### config.mk
export PLATFORM = sky130hd
export DESIGN_NAME = link_test_ctrl
export DESIGN_NICKNAME = d
export VERILOG_FILES = /design/src/rtl/link_test_pkg.sv /design/src/rtl/lt_timer.sv /design/src/rtl/link_test_ctrl.sv
export SDC_FILE = /design/constraint.sdc
export NUM_CORES = 1
export LEC_CHECK = 0
export CAP_MARGIN = 20
export CORE_AREA = 2 2 75 77
export DETAILED_ROUTE_END_ITERATION = 8
export DIE_AREA = 0 0 77 79
export PLACE_DENSITY_LB_ADDON = 0.1
export SETUP_SLACK_MARGIN = 0.02
export SLEW_MARGIN = 20
export SYNTH_ARGS = -nofsm -noshare
export SYNTH_HDL_FRONTEND = slang
export SYNTH_SLANG_ARGS = --single-unit
### constraint.sdc
create_clock -name CLK -period 4.9 [get_ports CLK]
set_input_delay 0.735 -clock CLK [delete_from_list [all_inputs] [get_ports CLK]]
set_output_delay 0.735 -clock CLK [all_outputs]
set_load 0.1 [all_outputs]
### src/rtl/link_test_pkg.sv
// Shared types and constants for the serial-link receive test sequencer.
package link_test_pkg;

  localparam int TMR_W = 16;

  typedef enum logic [2:0] {
    S_IDLE,
    S_CLEAR,
    S_ALIGN,
    S_INIT,
    S_RUN,
    S_DRAIN,
    S_EVAL
  } state_e;

  typedef enum logic [1:0] {
    ST_NONE     = 2'd0,
    ST_PASS     = 2'd1,
    ST_BITERR   = 2'd2,
    ST_LINKFAIL = 2'd3
  } status_e;

endpackage

### src/rtl/lt_timer.sv
// Loadable down-counter shared by the ALIGN lock timeout and the RUN word-gap timeout.
module lt_timer
  import link_test_pkg::*;
(
  input  logic             RSTX,
  input  logic             CLK,
  input  logic             i_clr,
  input  logic             i_load,
  input  logic [TMR_W-1:0] i_load_val,
  output logic             o_expired
);

  logic [TMR_W-1:0] r_cnt;

  // Parks at zero, so expiry stays asserted until the next load.
  always_ff @(posedge CLK or negedge RSTX) begin
    if (!RSTX) begin
      r_cnt <= '0;
    end else if (i_clr) begin
      r_cnt <= '0;
    end else if (i_load) begin
      r_cnt <= i_load_val;
    end else if (r_cnt != '0) begin
      r_cnt <= r_cnt - 1'b1;
    end
  end

  assign o_expired = (r_cnt == '0);

endmodule

### src/rtl/link_test_ctrl.sv
// Sequencer for the receive checker: clear, align, init, count words, drain, evaluate, with retry.
//   state | meaning
//   IDLE  | waiting for START
//   CLEAR | one-cycle CLR to checker, arm align timeout
//   ALIGN | ALIGN_REQ high until lock or timeout
//   INIT  | one-cycle INIT, arm word counter and gap timer
//   RUN   | count valid words; loss of lock or gap timeout retries
//   DRAIN | let the checker error count settle
//   EVAL  | latch result, pulse DONE
module link_test_ctrl
  import link_test_pkg::*;
#(
  parameter int WORDS     = 1024,
  parameter int ALIGN_TO  = 65535,
  parameter int MAX_RETRY = 3,
  parameter int DRAIN     = 4
) (
  input  logic       RSTX,
  input  logic       CLK,
  input  logic       i_start,
  input  logic       i_abort,
  input  logic       i_aligned,
  input  logic       i_dipush,
  input  logic [7:0] i_err_cnt,
  output logic       o_align_req,
  output logic       o_clr,
  output logic       o_init,
  output logic       o_busy,
  output logic       o_done,
  output logic [1:0] o_status,
  output logic [7:0] o_result_err,
  output logic [3:0] o_retry_cnt
);

  localparam int                WCNT_W      = $clog2(WORDS) + 1;
  localparam int                DCNT_W      = $clog2(DRAIN) + 1;
  localparam logic [WCNT_W-1:0] WORDS_V     = WCNT_W'(WORDS);
  localparam logic [TMR_W-1:0]  ALIGN_TO_V  = TMR_W'(ALIGN_TO);
  localparam logic [DCNT_W-1:0] DRAIN_LAST  = DCNT_W'(DRAIN - 1);
  localparam logic [3:0]        MAX_RETRY_V = 4'(MAX_RETRY);

  state_e            r_state;
  state_e            w_next;
  logic [WCNT_W-1:0] r_words;
  logic [DCNT_W-1:0] r_drain;
  logic [3:0]        r_retry;
  status_e           r_status;
  logic [7:0]        r_result_err;
  logic              r_done;
  logic              r_abort_clr;

  logic w_word;
  logic w_last_word;
  logic w_abort;
  logic w_expired;
  logic w_retry_evt;
  logic w_can_retry;
  logic w_tmr_load;
  logic w_tmr_clr;

  assign w_word      = i_dipush & i_aligned;
  assign w_last_word = (r_state == S_RUN) && w_word && (r_words == WCNT_W'(1));
  assign w_abort     = i_abort && (r_state != S_IDLE);
  assign w_can_retry = (r_retry < MAX_RETRY_V);

  // Completion is checked before loss of lock, so the final word always wins.
  assign w_retry_evt = ((r_state == S_ALIGN) && !i_aligned && w_expired) ||
                       ((r_state == S_RUN) && !w_last_word &&
                        (!i_aligned || (w_expired && !w_word)));

  assign w_tmr_load = (r_state == S_CLEAR) || (r_state == S_INIT) ||
                      ((r_state == S_RUN) && w_word);
  assign w_tmr_clr  = (r_state == S_IDLE);

  lt_timer u_timer (
    .RSTX       (RSTX),
    .CLK        (CLK),
    .i_clr      (w_tmr_clr),
    .i_load     (w_tmr_load),
    .i_load_val (ALIGN_TO_V),
    .o_expired  (w_expired)
  );

  always_ff @(posedge CLK or negedge RSTX) begin
    if (!RSTX) r_state <= S_IDLE;
    else       r_state <= w_next;
  end

  always_comb begin
    w_next = r_state;
    if (w_abort) begin
      w_next = S_IDLE;
    end else begin
      case (r_state)
        S_IDLE:  if (i_start) w_next = S_CLEAR;
        S_CLEAR: w_next = S_ALIGN;
        S_ALIGN: begin
          if (i_aligned)        w_next = S_INIT;
          else if (w_retry_evt) w_next = w_can_retry ? S_CLEAR : S_IDLE;
        end
        S_INIT:  w_next = S_RUN;
        S_RUN: begin
          if (w_last_word)      w_next = S_DRAIN;
          else if (w_retry_evt) w_next = w_can_retry ? S_CLEAR : S_IDLE;
        end
        S_DRAIN: if (r_drain == '0) w_next = S_EVAL;
        S_EVAL:  w_next = S_IDLE;
        default: w_next = S_IDLE;
      endcase
    end
  end

  always_comb begin
    o_align_req = (r_state == S_ALIGN);
    o_clr       = (r_state == S_CLEAR) || r_abort_clr;
    o_init      = (r_state == S_INIT);
    o_busy      = (r_state != S_IDLE);
  end

  always_ff @(posedge CLK or negedge RSTX) begin
    if (!RSTX) begin
      r_words <= '0;
      r_drain <= '0;
    end else begin
      if (r_state == S_INIT) begin
        r_words <= WORDS_V;
      end else if ((r_state == S_RUN) && w_word) begin
        r_words <= r_words - 1'b1;
      end
      if (w_last_word) begin
        r_drain <= DRAIN_LAST;
      end else if ((r_state == S_DRAIN) && (r_drain != '0)) begin
        r_drain <= r_drain - 1'b1;
      end
    end
  end

  always_ff @(posedge CLK or negedge RSTX) begin
    if (!RSTX) begin
      r_retry      <= '0;
      r_status     <= ST_NONE;
      r_result_err <= '0;
      r_done       <= 1'b0;
      r_abort_clr  <= 1'b0;
    end else begin
      r_done      <= 1'b0;
      r_abort_clr <= w_abort;
      if (w_abort) begin
        r_status <= ST_NONE;
      end else if ((r_state == S_IDLE) && i_start) begin
        r_retry  <= '0;
        r_status <= ST_NONE;
      end else if (w_retry_evt) begin
        if (w_can_retry) begin
          if (r_retry != 4'hF) r_retry <= r_retry + 4'd1;
        end else begin
          r_status     <= ST_LINKFAIL;
          r_result_err <= 8'hFF;
          r_done       <= 1'b1;
        end
      end else if ((r_state == S_DRAIN) && (w_next == S_EVAL)) begin
        // Latched on entry so STATUS, RESULT_ERR and DONE are all valid during EVAL.
        r_result_err <= i_err_cnt;
        r_status     <= (i_err_cnt == 8'd0) ? ST_PASS : ST_BITERR;
        r_done       <= 1'b1;
      end
    end
  end

  assign o_done       = r_done;
  assign o_status     = r_status;
  assign o_result_err = r_result_err;
  assign o_retry_cnt  = r_retry;

endmodule
* Word level (Yosys, flattened, before mapping)
Cells that the tools add are included.
Storage, ports and cells: flip-flop bits (word level) 49, bits in latches 0, bits in writable memories 0, memory bits (read-only) 0, bits of input ports 14, output and inout port bits 19, logic and storage cells 97, memories kept 0
Operators by class: add/subtract/negate cells 4, multiply operators 0, divide/modulo/power cells 0, magnitude comparators 1, equal/unequal tests 10, shift-type cells 0, mux-type cells 33, bitwise logic cells 3, reductions and logical operators 37
Operators by type and width (number):
- 16-bit 2-to-1 mux | 3
- 3-bit 2-to-1 mux | 8
- 8-bit 2-to-1 mux | 3
- 11-bit 2-to-1 mux | 2
- 3-bit one-hot mux with 6 select lines | 1
- 16-bit logical NOT | 1
- 4-bit 2-to-1 mux | 4
- 16-bit nonzero test | 1
- 16-bit by 1-bit subtractor with 16-bit output, second input constant | 1
- 2-bit 2-to-1 mux | 6
- 2-bit nonzero test | 6
- 11-bit by 1-bit equality test with 1-bit output, second input constant | 1
- 1-bit logical AND | 11
- 11-bit by 1-bit subtractor with 11-bit output, second input constant | 1
- 3-bit equality test, second input constant | 3
- 3-bit nonzero test | 3
- 8-bit logical NOT | 1
- 4-bit AND reduction | 2
- 3-bit by 2-bit equality test with 1-bit output, second input constant | 2
- 3-bit logical NOT | 2
- 1-bit 2-to-1 mux | 6
- 1-bit logical OR | 5
- 4-bit by 1-bit adder with 4-bit output, second input constant | 1
- 4-bit by 2-bit < comparator with 1-bit output, second input constant | 1
- other kinds (10) | 13

* Longest topological paths before layout
Gate-level depths: netlist of run 1.
depth after elaboration 17, gate-level depth with buffers 8, gate-level depth less buffers 7

* Hierarchy
Synthesis of run 1 repeated with hierarchy kept, for this count alone.
Unflattened totals: cell total of the unflattened synthesis 296, area, all modules 2741.4 um2
By module, submodules not included:
- link_test_ctrl | instances 1, cells each 183, area an instance 1734.2 um2, seq. area each 825.8 um2
- lt_timer | instances 1, cells each 113, area an instance 1007.2 um2, seq. area each 400.4 um2

* Worst setup path before layout of run 1
Ideal clock, no wire load.
path kind register -> output, from register r_state[1], to output port o_align_req, data arrival time 2.941 ns, required time 4.165 ns, path slack 1.224 ns, cell stages (with the launch flop) 3, buffers on the path 1, cell sequence dfrtp_1 clkbuf_1 nor3b_1
On the way: word-level cells in the longest chain between the ends 1
Ends and longest elaborated chain:
- start: declaration | line link_test_ctrl.sv:42 | state_e r_state;
- start signal: assignment | line link_test_ctrl.sv:86 | else r_state <= w_next;
- 3-bit by 2-bit equality test with 1-bit output | line link_test_ctrl.sv:114 | o_align_req = (r_state == S_ALIGN);
- end: declaration | line link_test_ctrl.sv:25 | output logic o_align_req,
No other way between the ends.

* Worst setup path in the final report of run 1
from register r_state[0], to output port o_init
On the way: word-level cells in the longest chain between the ends 1
Ends and longest elaborated chain:
- 3-bit by 2-bit equality test with 1-bit output | line link_test_ctrl.sv:116 | o_init = (r_state == S_INIT);
- end: declaration | line link_test_ctrl.sv:27 | output logic o_init,
No other way between the ends.

==> flow_summary.json, run 1 <==
{
  "run_status": "finished clean",
  "overflow": 0,
  "drive_above_1_share": 0.0554,
  "final_cell_area_um2": 3000,
  "synth_warnings": 0,
  "cts-buffers-inserted": 5,
  "maxCapViolCount": 0,
  "fin_nets": 309,
  "diodes": 0,
  "post-synth-top-area-cell": "dfrtp_1",
  "power.density_nw_per_um2": 542,
  "relSlewSlack": 0.340,
  "critical_path_class": "flip-flop to output port",
  "dr.first_iter.drc_count": 119,
  "vias": 2031,
  "final_hold_viol_count": 0,
  "drtAntennaViolNets": 0,
  "cp_slowest_stage_delay_ns": 1.17,
  "synth-main-ff-cell": "dfrtp_1",
  "clock-sinks": 49,
  "cts_hold_buffers": 0,
  "r2r_start": "u_timer.r_cnt[8]",
  "p_leak_uw": 0.00130,
  "cts.clk_slew.worst_paths_ns": 0.09,
  "grt_pass1_vias": 1987,
  "ir_worst_vdd_mv": 0.377,
  "period_minus_slack_ns": 3.46,
  "n_fill_cell": 520,
  "viasPerCell": 5.63,
  "power_frac_clock": 0.142,
  "grt_pass1_wl_mm": 9.36,
  "r2r_cells": 5,
  "synthCells": 259,
  "yosys.area_share.xor_xnor": 0.0759,
  "crit_chain": "nor2b_1 > nand2_1 > clkinv_1 > clkdlybuf4s50_1",
  "drc": 0,
  "grt_setup_unrepaired": "no",
  "hold_path.class": "input pin to asynchronous set/reset pin",
  "combPwrFrac": 0.469,
  "yosysTopAreaCellShare": 0.483,
  "fin_crit_sh": 0.707,
  "h-tree-depth": 2,
  "fp.dieH_um": 79,
  "area_delta_synth_final_pct": 18.2,
  "die_area_um2": 6080,
  "synth.mux.area_fraction": 0.00788,
  "synth_fp_nets": 280,
  "dr.pass1.iters": 4,
  "synth_area_leaders": "dfrtp_1 (48%), xnor2_1 (3.8%), xor2_1 (3.8%)",
  "synth_compound_area_frac": 0.153,
  "grt_max_degree": 50,
  "core_area_um2": 5340,
  "synth_top_family_by_area": "simple AND/OR/NAND/NOR gates",
  "internal-power_uw": 889,
  "rows": 27,
  "crit_slowest_cell": "clkdlybuf4s50_1",
  "tightest_slew_ns": 0.987,
  "cts_tree": "built",
  "crit_fanout": 13,
  "hpwl_mm": 3.70,
  "regToRegEndpoint": "o_result_err[5]",
  "grt_usage": 0.190,
  "clockRootBuffer": "clkbuf_8",
  "seq_area_frac_synth": 0.483,
  "cp.arrival_ns": 2.73,
  "dp.cells": 353,
  "setup_viol": 0,
  "switchingPower_uw": 740,
  "cp_num_buf_inv": 2,
  "start_util": 0.476,
  "postSynthAreaPerCell_um2": 9.81,
  "wl_per_cell_um": 14.8,
  "antenna_found_initial": 0,
  "cts_resized": 0,
  "drv_slew": 0,
  "cts_setup_buffers": 0,
  "p_sw_frac": 0.454,
  "ys_seq_elements": 49,
  "ys_async_sr_fraction": 1.00,
  "wl_mm": 5.34,
  "io_buffers": 32,
  "clockBufferDepth": 2,
  "syn_area_um2": 2540,
  "start_kind": "flip-flop",
  "synthDistinctLibCells": 41,
  "dieWidth_um": 77,
  "synth_fa_ha_area_frac": 0.0345,
  "required_ns": 4.16,
  "skew_ns": 0.00933,
  "postPlaceCellArea_um2": 2920,
  "reg2reg_setup_slack_ns": 2.09,
  "fin_tns_setup_ns": 0,
  "fin_util": 0.563,
  "worst_setup_path_end_kind": "output port",
  "critPathTopFamily": "buffers and inverters",
  "synth_edf_count": 0,
  "gp_congestion": 0.800,
  "clkLatencyLatePin_ns": 0.30,
  "seq_power_share": 0.389,
  "ioPinCount": 33,
  "fin_cells": 361,
  "clock.fmax_mhz": 289,
  "synth-simple-area-share": 0.208
}
-- worst register-to-register path, delay by kind of cell (launching register included) --
family	cells	cell delay [ns]
compound gates	2	0.46
flops	1	0.42
simple gates	3	1.87
-- through the flow --
| step | worst slack [ns] | power [uW] | hold WS, ns |
|---|---|---|---|
| after detailed placement | 1.77 | 1400 | 0.476 |
| final | 1.44 | 1630 | 0.442 |
| after CTS | 1.42 | 1640 | 0.497 |
| after global routing | 1.31 | 1760 | 0.493 |
| after floorplan | 1.22 | 1220 | 0.439 |
| after global placement | 1.85 | 1390 | 0.476 |
-- worst max-delay path by stage --
| stage | slack [ns] | end | start | cells after the start |
|---|---|---|---|---|
| CTS | 1.42 | o_init | r_state[0] | 4 |
| floorplan | 1.22 | o_align_req | r_state[1] | 2 |
| detailed placement | 1.77 | o_init | r_state[0] | 4 |
| global placement | 1.85 | o_init | r_state[0] | 4 |
| global route | 1.31 | o_init | r_state[0] | 4 |
| finish | 1.44 | o_init | r_state[0] | 4 |
-- power by group through the flow --
| stage | Sequential, uW | Clock, uW | Combinational (uW) |
|---|---|---|---|
| after floorplan | 611 | 0 | 607 |
| after global placement | 635 | 0 | 755 |
| after detailed placement | 639 | 0 | 763 |
| after CTS | 631 | 243 | 769 |
| after global routing | 652 | 256 | 852 |
| final | 633 | 232 | 764 |
-- layout make-up --
type | instances | area, um^2 | share of cell area
Multi-Input combinational cell | 185 | 1220 | 0.408
Clock inverter | 1 | 7.51 | 0.00250
Timing Repair Buffer | 33 | 325 | 0.108
Clock buffer | 7 | 76.3 | 0.0254
Sequential cell | 49 | 1230 | 0.408
Inverter | 14 | 52.6 | 0.0175
Tap cell | 72 | 90.1 | 0.0300
-- cell usage after synthesis (2+ instances only) --
cell type  number
nor4b_1         5
mux2i_1         2
or3_1           5
o21ai_0        14
nand2_1        19
nor2b_1         3
nor4_1          9
or4_1           7
o22a_1          9
nor3b_1         2
o211ai_1        4
inv_1          13
nor3_1         10
ha_1            7
o21a_1          2
nor2_1         15
or4_4           2
nand2b_1        6
xor2_1         11
nand3_1         6
and2_1          2
dfrtp_1        49
clkbuf_1       10
a21oi_1        17
a31oi_1         3
a21o_1          2
xnor2_1        11
-- layer usage --
metal,track usage,up-vias,share of wire
met5,0,-,0
met4,0.0607,0,0.0086
li1,-,982,-
met1,0.275,1002,0.51
met3,0.0398,5,0.042
met2,0.287,42,0.44
-- cells by family after synthesis --
family,Yosys count
multiplexers,2
AND/OR/NAND/NOR,95
flip-flops,49
XOR/XNOR,22
buffers and inverters,25
AO/OA/AOI/OAI,59
adder cells (fa/ha/maj),7
-- cell usage in the layout, fill, tap and decap left out, types with 2 or more instances in the layout --
| cell | netlist | final |
|---|---|---|
| nand2_1 | 19 | 19 |
| a31oi_1 | 3 | 2 |
| clkdlybuf4s50_1 | 0 | 31 |
| or3_1 | 5 | 5 |
| buf_4 | 0 | 2 |
| nor3b_1 | 2 | 2 |
| or4_1 | 7 | 7 |
| nor2b_1 | 3 | 3 |
| clkbuf_1 | 10 | 2 |
| o21a_1 | 2 | 2 |
| clkbuf_8 | 0 | 5 |
| nand2b_1 | 6 | 6 |
| nor4b_1 | 5 | 5 |
| nor2_1 | 15 | 15 |
| nor4_1 | 9 | 9 |
| mux2i_1 | 2 | 2 |
| o22a_1 | 9 | 9 |
| o211ai_1 | 4 | 4 |
| a21oi_1 | 17 | 17 |
| and2_1 | 2 | 2 |
| or4_4 | 2 | 2 |
| a21o_1 | 2 | 2 |
| nor3_1 | 10 | 10 |
| xor2_1 | 11 | 11 |
| xnor2_1 | 11 | 11 |
| nand3_1 | 6 | 6 |
| dfrtp_1 | 49 | 49 |
| o21ai_0 | 14 | 14 |
| inv_1 | 13 | 13 |
| ha_1 | 7 | 7 |
-- state kept, by name (all words and copies together) (netlist names) --
name           cells
r_drain            3
o_done             1
r_abort_clr        1
o_retry_cnt        4
r_state            3
o_result_err       8
o_status           2
u_timer.r_cnt     16
r_words           11
(Power assumes the default switching activity.)
==> run 2: changes to the inputs <==
- clock period: 4.9 -> 3.5 ns (I/O delays scaled with it)
==> run 2 against run 1 <==
Net effect: sequential power up 40%; power up 42%; first-iteration DRC count unchanged; via count down 1.9%; core utilization up 0.30 points; critical path depth up 2; sequential cell count unchanged.
==> flow_summary.json, run 2 (synthesis gave the netlist of run 1 again) <==
{
  "critPathTopFamily": "simple AND/OR/NAND/NOR gates",
  "grt_usage": 0.187,
  "cp_slowest_stage_delay_ns": 0.57,
  "r2r_start": "u_timer.r_cnt[8]",
  "core_area_um2": 5340,
  "r2r_cells": 6,
  "clkLatencyLatePin_ns": 0.30,
  "antenna_found_initial": 0,
  "skew_ns": 0.00894,
  "wl_per_cell_um": 14.6,
  "crit_chain": "or4_4 > or4_1 > buf_4 > or4_4 > a21oi_4 > o22a_1",
  "fin_crit_sh": 0.758,
  "drc": 0,
  "grt_setup_unrepaired": "no",
  "overflow": 0,
  "pre_cts_ws_ns": 0.721,
  "ir_worst_vdd_mv": 0.444,
  "gp_congestion": 0.777,
  "fin_tns_setup_ns": 0,
  "regToRegEndpoint": "o_result_err[1]",
  "grt_pass1_wl_mm": 9.08,
  "final_hold_viol_count": 0,
  "worstSetupStartpoint": "u_timer.r_cnt[8]",
  "dr.first_iter.drc_count": 119,
  "drtAntennaViolNets": 0,
  "fp.dieH_um": 79,
  "postPlaceCellArea_um2": 2920,
  "crit_slowest_cell": "or4_4",
  "final_cell_mix": "dfrtp_1 (49), clkdlybuf4s50_1 (27), nand2_1 (19)",
  "diodes": 0,
  "period_minus_slack_ns": 2.65,
  "clock.fmax_mhz": 377,
  "viasPerCell": 5.49,
  "start_util": 0.476,
  "ioPinCount": 33,
  "dr.pass1.iters": 4,
  "run_status": "finished clean",
  "hold_path.class": "input pin to asynchronous set/reset pin",
  "rows": 27,
  "final_cell_area_um2": 3020,
  "path_depth": 6,
  "cts_hold_buffers": 0,
  "crit_fanout": 15,
  "relSlewSlack": 0.343,
  "clock-sinks": 49,
  "start_kind": "flip-flop",
  "crit_path_frequent_cell": "or4_4",
  "dieWidth_um": 77,
  "timing.hold.ws_ns": 0.220,
  "p_leak_uw": 0.00133,
  "vias": 1993,
  "io_buffers": 32,
  "fin_util": 0.566,
  "cts-buffers-inserted": 5,
  "cp.arrival_ns": 2.90,
  "maxCapViolCount": 0,
  "worst_setup_path_end_kind": "flip-flop",
  "layout_commonest_cell": "dfrtp_1",
  "cp_num_buf_inv": 1,
  "area_delta_synth_final_pct": 18.9,
  "cts_tree": "built",
  "drv_slew": 0,
  "critical_path_class": "flip-flop to flip-flop",
  "fin_nets": 311,
  "reg2reg_setup_slack_ns": 0.85,
  "regMostFlops": "u_timer.r_cnt",
  "die_area_um2": 6080,
  "setup_viol": 0,
  "power.density_nw_per_um2": 765,
  "clockBufferDepth": 2,
  "h-tree-depth": 2,
  "drive_above_1_share": 0.0825,
  "grt_max_degree": 50,
  "fin_ws_ns": 0.846,
  "clockRootBuffer": "clkbuf_8",
  "cts_resized": 0,
  "cts.clk_slew.worst_paths_ns": 0.10,
  "wl_mm": 5.28,
  "cts_setup_buffers": 0,
  "largest_reg_flops": 16,
  "required_ns": 3.75,
  "tightest_slew_ns": 0.983,
  "grt_pass1_vias": 1899,
  "hpwl_mm": 3.64,
  "worstSetupEndpoint": "o_result_err[1]"
}
run 2: layer usage:
layer,global-route usage,vias up,routed length [um]
met5,0,-,0
met2,0.282,36,2370
met3,0.0341,2,195
met4,0.0696,0,34
li1,-,985,-
met1,0.271,970,2680
run 2: metrics by stage:
step / total power, uW / std cells
floorplan: 1710 / 259
global placement: 1950 / 355
detailed placement: 1960 / 355
CTS: 2320 / 363
global route: 2490 / 363
finish: 2310 / 363
run 2: final cells by class:
| class | count | area [um^2] |
|---|---|---|
| multi-input combinational | 185 | 1220 |
| fill | 509 | 2320 |
| sequential | 49 | 1230 |
| tap | 72 | 90.1 |
| clock buffer | 6 | 82.6 |
| timing repair buffer | 35 | 330 |
| inverter | 14 | 52.6 |
| clock inverter | 2 | 13.8 |
run 2: where the power goes:
part	switching [uW]	internal (uW)	total, uW
sequential	170	717	887
clock	193	161	354
combinational	679	391	1070
total	1040	1270	2310
run 2: worst min-delay path by stage:
stage,start,to
2_1_floorplan,RSTX,o_done
3_3_place_gp,o_result_err[0],o_result_err[0]
3_5_place_dp,o_result_err[7],o_result_err[7]
4_1_cts,RSTX,u_timer.r_cnt[12]
5_1_grt,RSTX,u_timer.r_cnt[13]
6_report,RSTX,u_timer.r_cnt[12]
==> run 3: changes to the inputs <==
- clock period: 3.5 -> 2.6 ns (I/O delays scaled with it)
==> run 3 against run 2 <==
Net effect: sequential cell count is the same; hold slack gained 0.27 ns; clock skew shrank 0.0021 ns; largest power group unchanged.
==> flow_summary.json, run 3 (synthesis gave the netlist of run 1 again) <==
{
  "clock-sinks": 49,
  "cts.clk_slew.worst_paths_ns": 0.09,
  "largest_reg_flops": 16,
  "regMostFlops": "u_timer.r_cnt",
  "layout_commonest_cell": "dfrtp_1",
  "grt_pass1_vias": 2029,
  "setup_viol": 0,
  "io_buffers": 32,
  "clockBufferDepth": 2,
  "final_hold_viol_count": 0,
  "cts_tree": "built",
  "dr.first_iter.drc_count": 103,
  "internal-power_uw": 1840,
  "area_delta_synth_final_pct": 22.9,
  "required_ns": 2.85,
  "p_sw_frac": 0.438,
  "final_cell_area_um2": 3120,
  "wl_per_cell_um": 14.9,
  "dieWidth_um": 77,
  "drc": 0,
  "dr.pass1.iters": 4,
  "start_util": 0.476,
  "ioPinCount": 33,
  "multi_input_area_um2": 1230,
  "fin_tns_setup_ns": 0,
  "drtAntennaViolNets": 0,
  "p_leak_uw": 0.00144,
  "reg2reg_setup_slack_ns": 0.12,
  "fp.dieH_um": 79,
  "combPwrFrac": 0.477,
  "ir_worst_vdd_mv": 0.783,
  "timing.hold.ws_ns": 0.495,
  "gp_congestion": 0.847,
  "tightest_slew_ns": 0.666,
  "fin_crit_sh": 0.954,
  "grt_usage": 0.197,
  "cts-buffers-inserted": 5,
  "worst_setup_path_end_kind": "flip-flop",
  "fin_nets": 325,
  "clockRootBuffer": "clkbuf_8",
  "final_cell_mix": "dfrtp_1 (49), buf_4 (32), nand2_1 (19)",
  "hpwl_mm": 3.95,
  "clock.fmax_mhz": 403,
  "hold_path.class": "flip-flop to flip-flop",
  "relSlewSlack": 0.552,
  "overflow": 0,
  "n_fill_cell": 521,
  "power_frac_clock": 0.162,
  "grt_pass1_wl_mm": 9.63,
  "wl_mm": 5.62,
  "diodes": 0,
  "vias": 2080,
  "fin_cells": 376,
  "switchingPower_uw": 1440,
  "cts_resized": 0,
  "cp.arrival_ns": 2.73,
  "grt_setup_unrepaired": "no",
  "seq_area_um2": 1230,
  "critical_path_class": "flip-flop to flip-flop",
  "h-tree-depth": 2,
  "dp.cells": 364,
  "core_area_um2": 5340,
  "viasPerCell": 5.53,
  "start_kind": "flip-flop",
  "grt_max_degree": 23,
  "skew_ns": 0.00684,
  "period_minus_slack_ns": 2.48,
  "finalPower_uw": 3280,
  "power.density_nw_per_um2": 1050,
  "crit_fanout": 5,
  "die_area_um2": 6080,
  "maxCapViolCount": 0,
  "clkLatencyLatePin_ns": 0.30,
  "run_status": "finished clean",
  "postPlaceCellArea_um2": 2980,
  "rows": 27,
  "antenna_found_initial": 0,
  "seq_power_share": 0.361,
  "drive_above_1_share": 0.168,
  "drv_slew": 0
}
run 3: cell count changes in the layout (fill, tap and decap cells not counted):
| cell | delta |
|---|---|
| buf_4 | +24 |
| clkdlybuf4s50_1 | -15 |
| buf_12 | +2 |
| a21oi_2 | +1 |
| buf_2 | +1 |
| bufinv_16 | +1 |
| clkbuf_8 | -1 |
| clkinv_4 | -1 |
| dlygate4sd3_1 | +1 |
run 3: per-stage QoR:
stage | util | worst slack (ns)
2_1_floorplan | - | 0.153
3_3_place_gp | 0.557 | 0.135
3_5_place_dp | 0.557 | 0.104
4_1_cts | 0.579 | 0.0765
5_1_grt | 0.585 | 0.0461
6_report | 0.585 | 0.119
run 3: what timing repair did:
action,CTS,global route
setup buffers,0,3
hold buffers,1,0
setup endpoints to repair,0,8
hold endpoints to repair,13,0
run 3: layout make-up:
| type | instances | share of cell area |
|---|---|---|
| clock buffer | 5 | 0.0221 |
| clock inverter | 2 | 0.0112 |
| tap | 72 | 0.0289 |
| timing repair buffer | 48 | 0.133 |
| inverter | 14 | 0.0168 |
| multi-input combinational | 186 | 0.395 |
| sequential | 49 | 0.393 |
run 3: final timing paths:
check | depth (start not counted) | to | startpoint
setup / recovery | 5 | o_result_err[5] | u_timer.r_cnt[8]
hold / removal | 1 | o_result_err[7] | o_result_err[7]
setup reg to reg | 5 | o_result_err[5] | u_timer.r_cnt[8]
hold reg to reg | 1 | o_result_err[7] | o_result_err[7]
max in group asynchronous | 3 | o_retry_cnt[1] | RSTX
min in group asynchronous | 2 | u_timer.r_cnt[4] | RSTX
run 3: routing by layer:
layer	vias to the layer above	global-route usage	part of all wire
met2	50	0.304	0.45
met4	0	0.0482	0.010
met3	5	0.0455	0.054
li1	1021	-	-
met1	1004	0.284	0.48
met5	-	0	0
run 3: worst max-delay path, stage by stage, from the launching register on:
cell and delay (ns):
dfrtp_1 0.41, or4_4 0.54, or4_1 0.44, or4_4 0.60, a21oi_4 0.25, o22a_1 0.18
run 3: power groups by stage:
stage | registers (uW) | logic (uW) | clock network (uW)
floorplan | 1150 | 1150 | 0
global placement | 1190 | 1520 | 0
detailed placement | 1200 | 1530 | 0
CTS | 1180 | 1540 | 547
global route | 1220 | 1740 | 583
finish | 1180 | 1560 | 533
